$ cat src/rtl/core_thread_sched.sv
// Per-core round scheduler: two context slots served on alternating ctx_num phases,
// emitting a registered per-round control stream and a tagged completion pulse.
module core_thread_sched #(
  parameter int unsigned N_ROUNDS  = 80,
  parameter int unsigned ROUND_MSB = $clog2(N_ROUNDS) - 1
) (
  input  logic             CLK,
  input  logic             RST_N,
  input  logic             start,
  input  logic             ctx_num,
  input  logic             seq_num,
  output logic             rnd_en,
  output logic             rnd_ctx,
  output logic             rnd_seq,
  output logic [ROUND_MSB:0] rnd_num,
  output logic             rnd_first,
  output logic             rnd_last,
  output logic             done,
  output logic             done_ctx,
  output logic             done_seq,
  output logic             err
);

  typedef enum logic {
    S_IDLE = 1'b0,
    S_RUN  = 1'b1
  } slot_state_e;

  localparam logic [ROUND_MSB:0] LAST_RND = (ROUND_MSB + 1)'(N_ROUNDS - 1);

  slot_state_e          state_q [2];
  slot_state_e          state_d [2];
  logic [ROUND_MSB:0]   round_q [2];
  logic [ROUND_MSB:0]   round_d [2];
  logic                 seq_q   [2];
  logic                 seq_d   [2];

  logic                 issue;
  logic                 iss_seq;
  logic [ROUND_MSB:0]   iss_num;
  logic                 busy_start;

  logic                 rnd_en_q, rnd_ctx_q, rnd_seq_q, rnd_first_q, rnd_last_q;
  logic [ROUND_MSB:0]   rnd_num_q;
  logic                 done_q, done_ctx_q, done_seq_q, err_q;

  // Only the slot named by ctx_num is evaluated; the other slot holds its state.
  always_comb begin
    for (int unsigned c = 0; c < 2; c++) begin
      state_d[c] = state_q[c];
      round_d[c] = round_q[c];
      seq_d[c]   = seq_q[c];
    end
    issue      = 1'b0;
    iss_seq    = 1'b0;
    iss_num    = '0;
    busy_start = 1'b0;

    if (state_q[ctx_num] == S_IDLE) begin
      if (start) begin
        state_d[ctx_num] = S_RUN;
        round_d[ctx_num] = '0;
        seq_d[ctx_num]   = seq_num;
      end
    end else begin
      issue   = 1'b1;
      iss_seq = seq_q[ctx_num];
      iss_num = round_q[ctx_num];
      if (round_q[ctx_num] == LAST_RND) begin
        // A start on the final service re-arms the slot without passing through IDLE.
        if (start) begin
          round_d[ctx_num] = '0;
          seq_d[ctx_num]   = seq_num;
        end else begin
          state_d[ctx_num] = S_IDLE;
        end
      end else begin
        round_d[ctx_num] = round_q[ctx_num] + 1'b1;
        busy_start       = start;
      end
    end
  end

  always_ff @(posedge CLK or negedge RST_N) begin
    if (!RST_N) begin
      for (int unsigned c = 0; c < 2; c++) begin
        state_q[c] <= S_IDLE;
        round_q[c] <= '0;
        seq_q[c]   <= 1'b0;
      end
      rnd_en_q    <= 1'b0;
      rnd_ctx_q   <= 1'b0;
      rnd_seq_q   <= 1'b0;
      rnd_num_q   <= '0;
      rnd_first_q <= 1'b0;
      rnd_last_q  <= 1'b0;
      done_q      <= 1'b0;
      done_ctx_q  <= 1'b0;
      done_seq_q  <= 1'b0;
      err_q       <= 1'b0;
    end else begin
      for (int unsigned c = 0; c < 2; c++) begin
        state_q[c] <= state_d[c];
        round_q[c] <= round_d[c];
        seq_q[c]   <= seq_d[c];
      end
      rnd_en_q <= issue;
      if (issue) begin
        rnd_ctx_q   <= ctx_num;
        rnd_seq_q   <= iss_seq;
        rnd_num_q   <= iss_num;
        rnd_first_q <= (iss_num == '0);
        rnd_last_q  <= (iss_num == LAST_RND);
      end
      done_q <= rnd_en_q & rnd_last_q;
      if (rnd_en_q && rnd_last_q) begin
        done_ctx_q <= rnd_ctx_q;
        done_seq_q <= rnd_seq_q;
      end
      err_q <= err_q | busy_start;
    end
  end

  assign rnd_en    = rnd_en_q;
  assign rnd_ctx   = rnd_ctx_q;
  assign rnd_seq   = rnd_seq_q;
  assign rnd_num   = rnd_num_q;
  assign rnd_first = rnd_first_q;
  assign rnd_last  = rnd_last_q;
  assign done      = done_q;
  assign done_ctx  = done_ctx_q;
  assign done_seq  = done_seq_q;
  assign err       = err_q;

endmodule

$ cat config.mk
export PLATFORM = sky130hd
export DESIGN_NAME = core_thread_sched
export DESIGN_NICKNAME = d
export VERILOG_FILES = /design/src/rtl/core_thread_sched.sv
export SDC_FILE = /design/constraint.sdc
export NUM_CORES = 1
export LEC_CHECK = 0
export CORE_ASPECT_RATIO = 1.25
export CORE_MARGIN = 2
export CORE_UTILIZATION = 59
export CTS_CLUSTER_DIAMETER = 80
export DETAILED_ROUTE_END_ITERATION = 12
export PLACE_DENSITY = 0.95
export SLEW_MARGIN = 20
export SYNTH_ARGS = -nofsm -noshare
export SYNTH_HDL_FRONTEND = slang
export SYNTH_SLANG_ARGS = --single-unit
$ cat constraint.sdc
create_clock -name CLK -period 5.41 [get_ports CLK]
set_input_delay 1.082 -clock CLK [delete_from_list [all_inputs] [get_ports CLK]]
set_output_delay 1.082 -clock CLK [all_outputs]
set_load 0.005 [all_outputs]
## Word level (Yosys, flattened, before mapping)

Index checks and enable logic that the tools add are counted.
W data, S select, Z words.

| word-level totals | value |
|---|---|
| logic and storage cells | 65 |
| flip-flop bits (word level) | 34 |

| cells by class | value |
|---|---|
| reductions and logical operators | 5 |
| magnitude comparators | 2 |
| eq/ne operators | 4 |
| mux-type cells | 29 |
| add/sub/neg operators | 1 |
| bitwise gates (word level) | 8 |

Operators by type and width:

| operator | count |
|---|---|
| $mux W14 | 3 |
| $mux W7 | 5 |
| $and A14 B14 Y14 | 1 |
| $bwmux W14 | 1 |
| $eq A7 B7 Y1 const B | 2 |
| $mux W2 | 7 |
| $not A14 Y14 | 1 |
| $mux W1 | 10 |
| $add A7 B1 Y7 const B | 1 |
| $demux W7 S1 | 1 |
| $logic_not A7 Y1 | 1 |
| $reduce_and A3 Y1 | 1 |
| $and A2 B2 Y2 | 1 |
| $bwmux W2 | 1 |
| $ge A2 B2 Y1 const B | 1 |
| $logic_and A1 B1 Y1 | 2 |
| $lt A2 B1 Y1 const B | 1 |
| $ne A2 B1 Y1 const B | 1 |
| $ne A2 B2 Y1 const B | 1 |
| $not A1 Y2 | 1 |
| $not A2 Y2 | 1 |
| $or A2 B2 Y2 | 1 |
| $reduce_bool A2 Y1 | 1 |
| $and A1 B1 Y1 | 1 |
| other kinds (2) | 2 |

## Logic depth before layout (Yosys ltp)

Gate-level depths: netlist (run 1).

| depth | value |
|---|---|
| word-level depth | 10 |
| gate-level depth with buffers | 10 |

## Worst setup path after synthesis (run 1)

Ideal clock, no wire load.

| timing | value |
|---|---|
| path type | input -> register |
| start point | in ctx_num |
| end point | reg seq_q[1] (netlist name) |
| cell stages on the path | 10 |
| slack | 2.439 ns |
| data required time | 5.283 ns |
| buffers on the path | 3 |
| arrival | 2.843 ns |
| cell sequence | buf_4 > buf_4 > mux2i_1 > inv_1 > ha_1 > clkbuf_1 > nand3_1 > o21ai_2 > and2b_1 > mux2_1 |

| on the way | value |
|---|---|
| cells in the longest elaborated chain, start to end | 9 |

Ends and longest elaborated chain:

| what | RTL line | RTL |
|---|---|---|
| start: declaration | 10 | `input logic ctx_num,` |
| $not A1 Y2 (implied by the code) (*) | n/a |  |
| $ge A2 B2 Y1 (implied by the code) / $lt A2 B1 Y1 (equally long branches) | 63, 73 |  |
| $logic_and A1 B1 Y1 (implied by the code) | 63, 73 |  |
| $mux W1 (implied by the code) | 63, 73 |  |
| $demux W1 S1 | 63, 73 |  |
| $bwmux W2 | 63, 73 |  |
| $mux W2 | 60, 71 |  |
| $mux W2 | 69 | `if (round_q[ctx_num] == LAST_RND) begin` |
| $mux W2 | 59 | `if (state_q[ctx_num] == S_IDLE) begin` |
| end signal: indexed assignment | 105 | `seq_q[c] <= seq_d[c];` |
| end: declaration | 35 | `logic seq_q [2];` |

Every way passes the cells marked *; elsewhere a longest branch is shown, timed or not. The select of a mux whose other input is x is not followed.
A chain may end at the register's enable or synchronous reset.

## Worst setup path after layout (run 1)

Ends and elaborated chain as after synthesis.

==> flow_summary.json, run 1 <==
{
  "met1_usage": 0.327,
  "grt_overflow": 0,
  "setup_viol": 0,
  "p_int_uw": 465,
  "p_switching_uw": 237,
  "slew_violations": 0,
  "ys_ff_latch": 34,
  "cts_resized": 0,
  "first_pass_iters": 4,
  "wire_per_inst_um": 16.9,
  "path_class": "in2reg",
  "postCtsSetupRepairBufs": 0,
  "crit_arrival_ns": 3.45,
  "clkPwrFrac": 0.214,
  "yosys.area.top_type_share": 0.483,
  "cts_max_path_buffers": 2,
  "yosys.area.top_type": "dfrtp_1",
  "grt_max_degree": 35,
  "grt.busiest_layer": "met2",
  "nets": 193,
  "cts_buffers": 5,
  "rsz0062_at_grt": "no",
  "gp_congestion": 0.862,
  "multiInputGateArea_um2": 816,
  "slowest_stage": "clkdlybuf4s50_1",
  "critPathMaxFanout": 33,
  "slew-limit-headroom": 0.632,
  "status": "finished clean",
  "yosys-top-cells-area": "dfrtp_1 (48%), mux2i_1 (5.1%), a21oi_1 (3.4%)",
  "dp_hpwl_um": 2770,
  "syn-cell-area_mm2": 0.00176,
  "critical_path_required_ns": 5.65,
  "drt_wl_total_um": 3780,
  "period_minus_slack_ns": 3.21,
  "r2r_slack_ns": 3.36,
  "worst_pin_slew_ns": 0.537,
  "r2r-end": "seq_q[1]$_DFFE_PN0P_",
  "power.density_mw_per_mm2": 348,
  "drt_first_iter_violations": 43,
  "die_h_um": 65.1,
  "fmax_ghz": 0.312,
  "io_pins": 21,
  "cp_num_buf_inv": 3,
  "synth_cell_type_count": 48,
  "switching_share": 0.338,
  "finClkSkew_ns": 0.0154,
  "core-area_mm2": 0.00289,
  "path_depth": 9,
  "crit_path_cell_trace": "clkdlybuf4s50_1 -> buf_4 -> mux2i_1 -> inv_1 -> ha_1 -> nand3_1 -> o21ai_2 -> and2b_1 -> mux2_1",
  "cts.sink_count": 34,
  "holdPathStages": 1,
  "insertion_delay_ns": 0.35,
  "rr_worst_depth": 7,
  "diodes": 0,
  "min_to": "err$_DFF_PN0_",
  "period_share": 0.593,
  "detail-route-antenna-nets": 0,
  "worst_setup_path_start_kind": "input pin",
  "tns_ns": 0,
  "syn_nets": 175,
  "viasPerCell": 6.19,
  "drc": 0,
  "start_util": 0.610,
  "hp-class": "reg2reg",
  "synth_edf_count": 0,
  "final-seq-area_um2": 851,
  "end_kind": "flop",
  "power.share.combinational": 0.275,
  "hold_path.startpoint": "err$_DFF_PN0_",
  "fin_ws_ns": 2.20,
  "cts_tree": "done",
  "cts_root_buffer": "clkbuf_4",
  "drive_gt1_frac": 0.122,
  "ir_worst_vdd_mv": 0.241,
  "io_buffers": 20,
  "die_w_um": 52.9,
  "die_area_mm2": 0.00344,
  "grtUsageTotal": 0.261,
  "critPathTopFamily": "buffers and inverters",
  "grt.met3_usage": 0.0727,
  "use_met2": 0.403,
  "pwr-share-seq": 0.511,
  "syn_avg_cell_area_um2": 10.4,
  "seq_area_frac_synth": 0.483,
  "synth_ff_type": "dfrtp_1",
  "hold_violations": 0,
  "p_leak_uw": 0.000887,
  "grt_antenna_before_repair": 0,
  "ys_warn_count": 0,
  "synth_cells": 169,
  "async_flop_share": 1.00,
  "cap_violations": 0,
  "h-tree-depth": 2,
  "grt_first_pass_wirelength_um": 6400,
  "routed-via-count": 1386,
  "max_stage_delay_ns": 0.45,
  "hold_buffers": 0,
  "path_clk_slew_ns": 0.11,
  "area_growth_pct": 14.6,
  "dp_slack_ns": 1.86,
  "rr_startpoint": "round_q[7]$_DFFE_PN0P_",
  "grt_pass1_vias": 1346,
  "rows": 22,
  "n_fill_cell": 213
}
-- worst max-delay path by stage --
stage	startpoint	slack, ns	to
after global routing	ctx_num	2.06	seq_q[1]$_DFFE_PN0P_
final	ctx_num	2.20	seq_q[1]$_DFFE_PN0P_
after CTS	ctx_num	2.23	seq_q[1]$_DFFE_PN0P_
after global placement	ctx_num	1.97	seq_q[1]$_DFFE_PN0P_
after floorplan	ctx_num	2.44	seq_q[1]$_DFFE_PN0P_
after detailed placement	ctx_num	1.86	seq_q[1]$_DFFE_PN0P_
-- cell usage in the layout, fill, tap and decap left out, types with 2 or more instances in the layout --
master	synthesis	final
o21ai_0	4	4
a22o_1	5	5
nand2_1	13	13
a21oi_1	12	12
o21ai_1	7	7
mux2_2	4	4
clkbuf_4	0	5
nor3b_1	2	2
clkdlybuf4s50_1	0	20
inv_1	6	6
mux2i_1	9	9
a32o_1	2	2
buf_4	2	2
mux2_1	3	3
nand3_1	6	6
dfrtp_1	34	34
and3_1	3	3
nor3_1	2	2
xor2_1	3	3
a31o_1	3	3
o21ai_2	2	2
nor2_1	12	12
and3b_1	2	2
-- state kept, by name, summed over array words and instances, names as in the netlist, named ones only --
signal,cells
round_q,14
rnd_num,7
seq_q,2
done,1
done_ctx,1
done_seq,1
err,1
rnd_ctx,1
rnd_en,1
rnd_first,1
rnd_last,1
rnd_seq,1
-- stage by stage --
| stage | std cells | power [µW] | cell area [µm²] | hold slack, ns | util |
|---|---|---|---|---|---|
| 6_report | 224 | 703 | 2020 | 0.500 | 0.699 |
| 5_1_grt | 224 | 744 | 2020 | 0.522 | 0.699 |
| 4_1_cts | 224 | 705 | 2020 | 0.503 | 0.699 |
| 3_5_place_dp | 216 | 555 | 1960 | 0.476 | 0.677 |
| 3_3_place_gp | 216 | 545 | 1960 | 0.458 | 0.677 |
| 2_1_floorplan | 169 | 474 | 1760 | 0.457 | - |
-- per-layer routing --
metal	wire [µm]	up-vias
met5	0	-
li1	-	646
met3	171	12
met2	1970	40
met1	1510	688
met4	131	0
-- cell type report --
type	instances	area share
clock buffers	6	0.0254
clock inverters	2	0.00619
inverters	8	0.0149
multi-input cells	116	0.404
flip-flops and latches	34	0.421
well taps	36	0.0223
repair buffers	22	0.107
-- power by group through the flow --
stage | logic, µW | registers (µW) | clock network [µW]
after floorplan | 131 | 343 | 0
after global placement | 186 | 359 | 0
after detailed placement | 192 | 363 | 0
after CTS | 194 | 358 | 153
after global routing | 213 | 368 | 163
final | 193 | 359 | 150
-- synthesized netlist by cell type (2+ instances only) --
master,count
mux2_1,3
mux2i_1,9
nand3_1,6
nor3_1,2
nand2_1,13
buf_6,2
o21ai_2,2
a32o_1,2
o21ai_0,4
nor3b_1,2
inv_1,6
mux2_2,4
dfrtp_1,34
a31o_1,3
a21oi_1,12
and3_1,3
clkbuf_1,5
buf_4,2
buf_2,2
and3b_1,2
xor2_1,3
o21ai_1,7
a22o_1,5
nor2_1,12
-- cell families (layout without fill, tap and decap cells) --
kind of cell | count (synthesis) | count (layout) | share of synthesized area
muxes | 16 | 16 | 0.0958
xor gates and xnor gates | 4 | 4 | 0.0199
AOI/OAI and AO/OA | 45 | 45 | 0.185
DFF | 34 | 34 | 0.483
adders and majority gates | 1 | 1 | 0.00710
buffers and inverters | 19 | 38 | 0.0546
and+or+nand+nor | 50 | 50 | 0.155
-- worst reg2reg max path, cell delays in order (launching register included) --
cell	delay, ns
dfrtp_1	0.41
mux2i_1	0.14
inv_1	0.09
ha_1	0.38
nand3_1	0.26
o21ai_2	0.21
and2b_1	0.15
mux2_1	0.31
Note: power is estimated with default switching activity, not from simulation.
==> run 2: changes to the inputs <==
- CORE_UTILIZATION: 59 -> 55
- PLACE_DENSITY: 0.95 -> 0.9
- clock period: 5.41 -> 3.1 ns (I/O delays scaled with it)
==> flow_summary.json, run 2 (synthesis results as in run 1) <==
{
  "io_buffers": 20,
  "core-area_mm2": 0.00314,
  "cts_resized": 0,
  "status": "finished clean",
  "grt_overflow": 0,
  "worst_pin_slew_ns": 0.481,
  "area_growth_pct": 19.4,
  "multiInputGateArea_um2": 816,
  "grt_pass1_vias": 1448,
  "hold_buffers": 0,
  "regMostFlops": "round_q",
  "h-tree-depth": 2,
  "critPathMaxFanout": 20,
  "grtUsageTotal": 0.259,
  "die_w_um": 54.6,
  "rsz0062_at_grt": "no",
  "die_area_mm2": 0.00368,
  "final-seq-area_um2": 851,
  "nets": 200,
  "rows": 23,
  "period_share": 0.802,
  "dp_hpwl_um": 2880,
  "dp_slack_ns": 0.344,
  "die_h_um": 67.3,
  "crit_start": "ctx_num",
  "ir_worst_vdd_mv": 0.579,
  "placed_cell_area_mm2": 0.00201,
  "critical_path_required_ns": 3.27,
  "fin_ws_ns": 0.613,
  "grt_first_pass_wirelength_um": 6740,
  "power.density_mw_per_mm2": 636,
  "cts.sink_count": 34,
  "postCtsSetupRepairBufs": 0,
  "cts_root_buffer": "clkbuf_8",
  "r2r_slack_ns": 1.25,
  "path_clk_slew_ns": 0.07,
  "viasPerCell": 5.94,
  "rr_startpoint": "round_q[8]$_DFFE_PN0P_",
  "cts_tree": "done",
  "end_kind": "flop",
  "grt_antenna_before_repair": 0,
  "io_pins": 21,
  "cp-endpoint": "round_q[12]$_DFFE_PN0P_",
  "worst_setup_path_start_kind": "input pin",
  "hold_path.startpoint": "seq_q[0]$_DFFE_PN0P_",
  "setup_viol": 0,
  "detail-route-antenna-nets": 0,
  "fin_area_mm2": 0.00211,
  "p_leak_uw": 0.000934,
  "drc": 0,
  "drt_first_iter_violations": 47,
  "tns_ns": 0,
  "largest_reg_flops": 14,
  "final_cell_mix": "dfrtp_1 (34), clkdlybuf4s50_1 (20), nand2_1 (13), nor2_1 (12), a21oi_1 (12)",
  "first_pass_iters": 4,
  "path_class": "in2reg",
  "cts_max_path_buffers": 2,
  "r2r-end": "round_q[0]$_DFFE_PN0P_",
  "utilization": 0.671,
  "diodes": 0,
  "period_minus_slack_ns": 2.49,
  "slew-limit-headroom": 0.677,
  "cap_violations": 0,
  "final_common_cell": "dfrtp_1",
  "n_fill_cell": 222,
  "routed-via-count": 1378,
  "whs_ns": 0.493,
  "drt_wl_total_um": 3920,
  "finClkSkew_ns": 0.00970,
  "fmax_ghz": 0.402,
  "crit_arrival_ns": 2.66,
  "gp_congestion": 0.917,
  "insertion_delay_ns": 0.29,
  "wire_per_inst_um": 16.9,
  "hp-class": "reg2reg",
  "drive_gt1_frac": 0.154,
  "start_util": 0.562,
  "cts_buffers": 5,
  "rr_worst_depth": 6,
  "grt_max_degree": 35,
  "hold_violations": 0,
  "slew_violations": 0
}
run 2: cell type report:
type                       instances  area share
inverter                           8      0.0143
clock inverter                     2     0.00594
multi-input combinational        116       0.387
timing repair buffer              29       0.127
clock buffer                       6      0.0392
sequential                        34       0.404
tap                               37      0.0220
run 2: routing by layer:
layer	track usage	vias up	wire, µm
li1	-	657	-
met1	0.320	677	1610
met2	0.409	35	2070
met3	0.0597	9	160
met4	0.144	0	83
met5	0	-	0
run 2: through the flow:
step	std cells	total power (µW)
floorplan	169	827
global placement	224	985
detailed placement	224	1000
CTS	232	1340
global route	232	1420
finish	232	1340
run 2: critical path, cell delays in order:
cell,delay (ns)
clkdlybuf4s50_1,0.56
buf_4,0.27
buf_4,0.23
mux2i_1,0.12
a211oi_2,0.28
mux2_1,0.36
a31o_1,0.22
run 2: report_power, final:
part	leakage, µW	switching, µW	total (µW)	internal [µW]
combinational	0.000481	174	371	197
sequential	0.000406	96.4	628	532
clock	0.0000472	161	340	178
total	0.000934	432	1340	908
run 2: how the worst min path moves through the flow:
stage	endpoint	slack (ns)	cells after the start
CTS	seq_q[0]$_DFFE_PN0P_	0.50	1
finish	seq_q[0]$_DFFE_PN0P_	0.49	1
floorplan	async pin	0.32	0
detailed placement	seq_q[1]$_DFFE_PN0P_	0.48	1
global route	err$_DFF_PN0_	0.51	1
global placement	err$_DFF_PN0_	0.46	1
==> run 3: changes to the inputs <==
- CORE_UTILIZATION: 55 -> 49
- PLACE_DENSITY: 0.9 -> 0.85
- clock period: 3.1 -> 2.1 ns (I/O delays scaled with it)
==> flow_summary.json, run 3 (synthesis results as in run 1) <==
{
  "status": "finished clean",
  "dp_hpwl_um": 3290,
  "switching_share": 0.328,
  "cts_tree": "done",
  "power.share.combinational": 0.293,
  "wire_per_inst_um": 17.3,
  "setup_viol": 0,
  "h-tree-depth": 2,
  "rsz0062_at_grt": "no",
  "fmax_ghz": 0.520,
  "final_common_cell": "dfrtp_1",
  "final-seq-area_um2": 851,
  "path_clk_slew_ns": 0.07,
  "critPathTopFamily": "buffers and inverters",
  "crit_path_cell_trace": "dlygate4sd2_1 -> buf_4 -> and3b_1 -> o21ai_2 -> mux2_2 -> a22o_1",
  "crit_start": "ctx_num",
  "slowest_stage": "mux2_2",
  "period_minus_slack_ns": 1.92,
  "slew_violations": 0,
  "detail-route-antenna-nets": 0,
  "crit_arrival_ns": 2.11,
  "hp-class": "in2async",
  "n_fill_cell": 240,
  "final_cell_mix": "dfrtp_1 (34), buf_4 (28), clkdlybuf4s50_1 (19), nand2_1 (13)",
  "ir_worst_vdd_mv": 0.714,
  "slew-limit-headroom": 0.756,
  "path_class": "in2reg",
  "power.density_mw_per_mm2": 901,
  "viasPerCell": 5.94,
  "cp_num_buf_inv": 2,
  "pwr-share-seq": 0.462,
  "p_leak_uw": 0.00102,
  "nets": 219,
  "hold_buffers": 0,
  "hold_violations": 0,
  "start_util": 0.511,
  "drt_first_iter_violations": 55,
  "first_pass_iters": 4,
  "critical_path_required_ns": 2.29,
  "diodes": 0,
  "period_share": 0.916,
  "routed-via-count": 1502,
  "rows": 24,
  "end_kind": "flop",
  "grt_antenna_before_repair": 0,
  "grt_first_pass_wirelength_um": 7370,
  "worst_setup_path_start_kind": "input pin",
  "largest_reg_flops": 14,
  "critPathMaxFanout": 18,
  "utilization": 0.661,
  "finClkSkew_ns": 0.00479,
  "cts_buffers": 5,
  "area_growth_pct": 29.4,
  "p_int_uw": 1380,
  "grt_pass1_vias": 1544,
  "core-area_mm2": 0.00345,
  "die_w_um": 57.7,
  "gp_congestion": 0.937,
  "die_h_um": 71.1,
  "multiInputGateArea_um2": 847,
  "max_stage_delay_ns": 0.37,
  "worst_pin_slew_ns": 0.364,
  "rr_startpoint": "round_q[11]$_DFFE_PN0P_",
  "cts_root_buffer": "clkbuf_8",
  "cts.sink_count": 34,
  "die_area_mm2": 0.00410,
  "io_buffers": 20,
  "whs_ns": 0.458,
  "drc": 0,
  "p_switching_uw": 673,
  "drt_wl_total_um": 4390,
  "grtUsageTotal": 0.240,
  "regMostFlops": "round_q",
  "insertion_delay_ns": 0.29,
  "cap_violations": 0,
  "drive_gt1_frac": 0.248,
  "cts_max_path_buffers": 2,
  "grt_overflow": 0,
  "io_pins": 21,
  "grt_max_degree": 21,
  "clkPwrFrac": 0.245
}
run 3: cell type report:
cell class	instances	area share
multi-input cells	116	0.371
flip-flops and latches	34	0.373
clock buffers	6	0.0362
inverters	8	0.0132
well taps	39	0.0214
repair buffers	48	0.179
clock inverters	2	0.00549
run 3: per-layer routing:
metal / GRT usage / vias up / wire, µm
met5: 0 / - / 0
met4: 0.137 / 0 / 103
met3: 0.0512 / 9 / 233
met2: 0.393 / 54 / 2340
met1: 0.288 / 739 / 1700
li1: - / 700 / -
run 3: stage by stage:
stage	cells	worst slack [ns]	area (µm²)	setup TNS (ns)	power, µW
floorplan	169	0.00705	1800	0	1260
global placement	245	-0.373	2180	-5.53	1520
detailed placement	245	-0.473	2180	-7.02	1550
CTS	253	0.182	2280	0	2060
global route	253	0.125	2280	0	2170
finish	253	0.175	2280	0	2060
run 3: final timing paths:
kind                                          end  slack [ns]  cells past startpoint
max                        round_q[4]$_DFFE_PN0P_        0.18                      6
min                          rnd_last$_DFFE_PN0P_        0.46                      2
max reg2reg                  seq_q[1]$_DFFE_PN0P_        0.28                      4
min reg2reg                         err$_DFF_PN0_        0.47                      1
max in group asynchronous  round_q[0]$_DFFE_PN0P_        1.40                      2
min in group CLK                    err$_DFF_PN0_        0.47                      1
run 3: power by group through the flow:
stage / logic [µW] / registers (µW) / clock network, µW
after floorplan: 359 / 896 / 0
after global placement: 579 / 944 / 0
after detailed placement: 594 / 952 / 0
after CTS: 605 / 941 / 513
after global routing: 663 / 961 / 542
final: 603 / 950 / 503
run 3: timing repair:
item	CTS	global route
gates resized for setup	3	0
endpoints found under the setup margin	14	0
buffers inserted	0	0
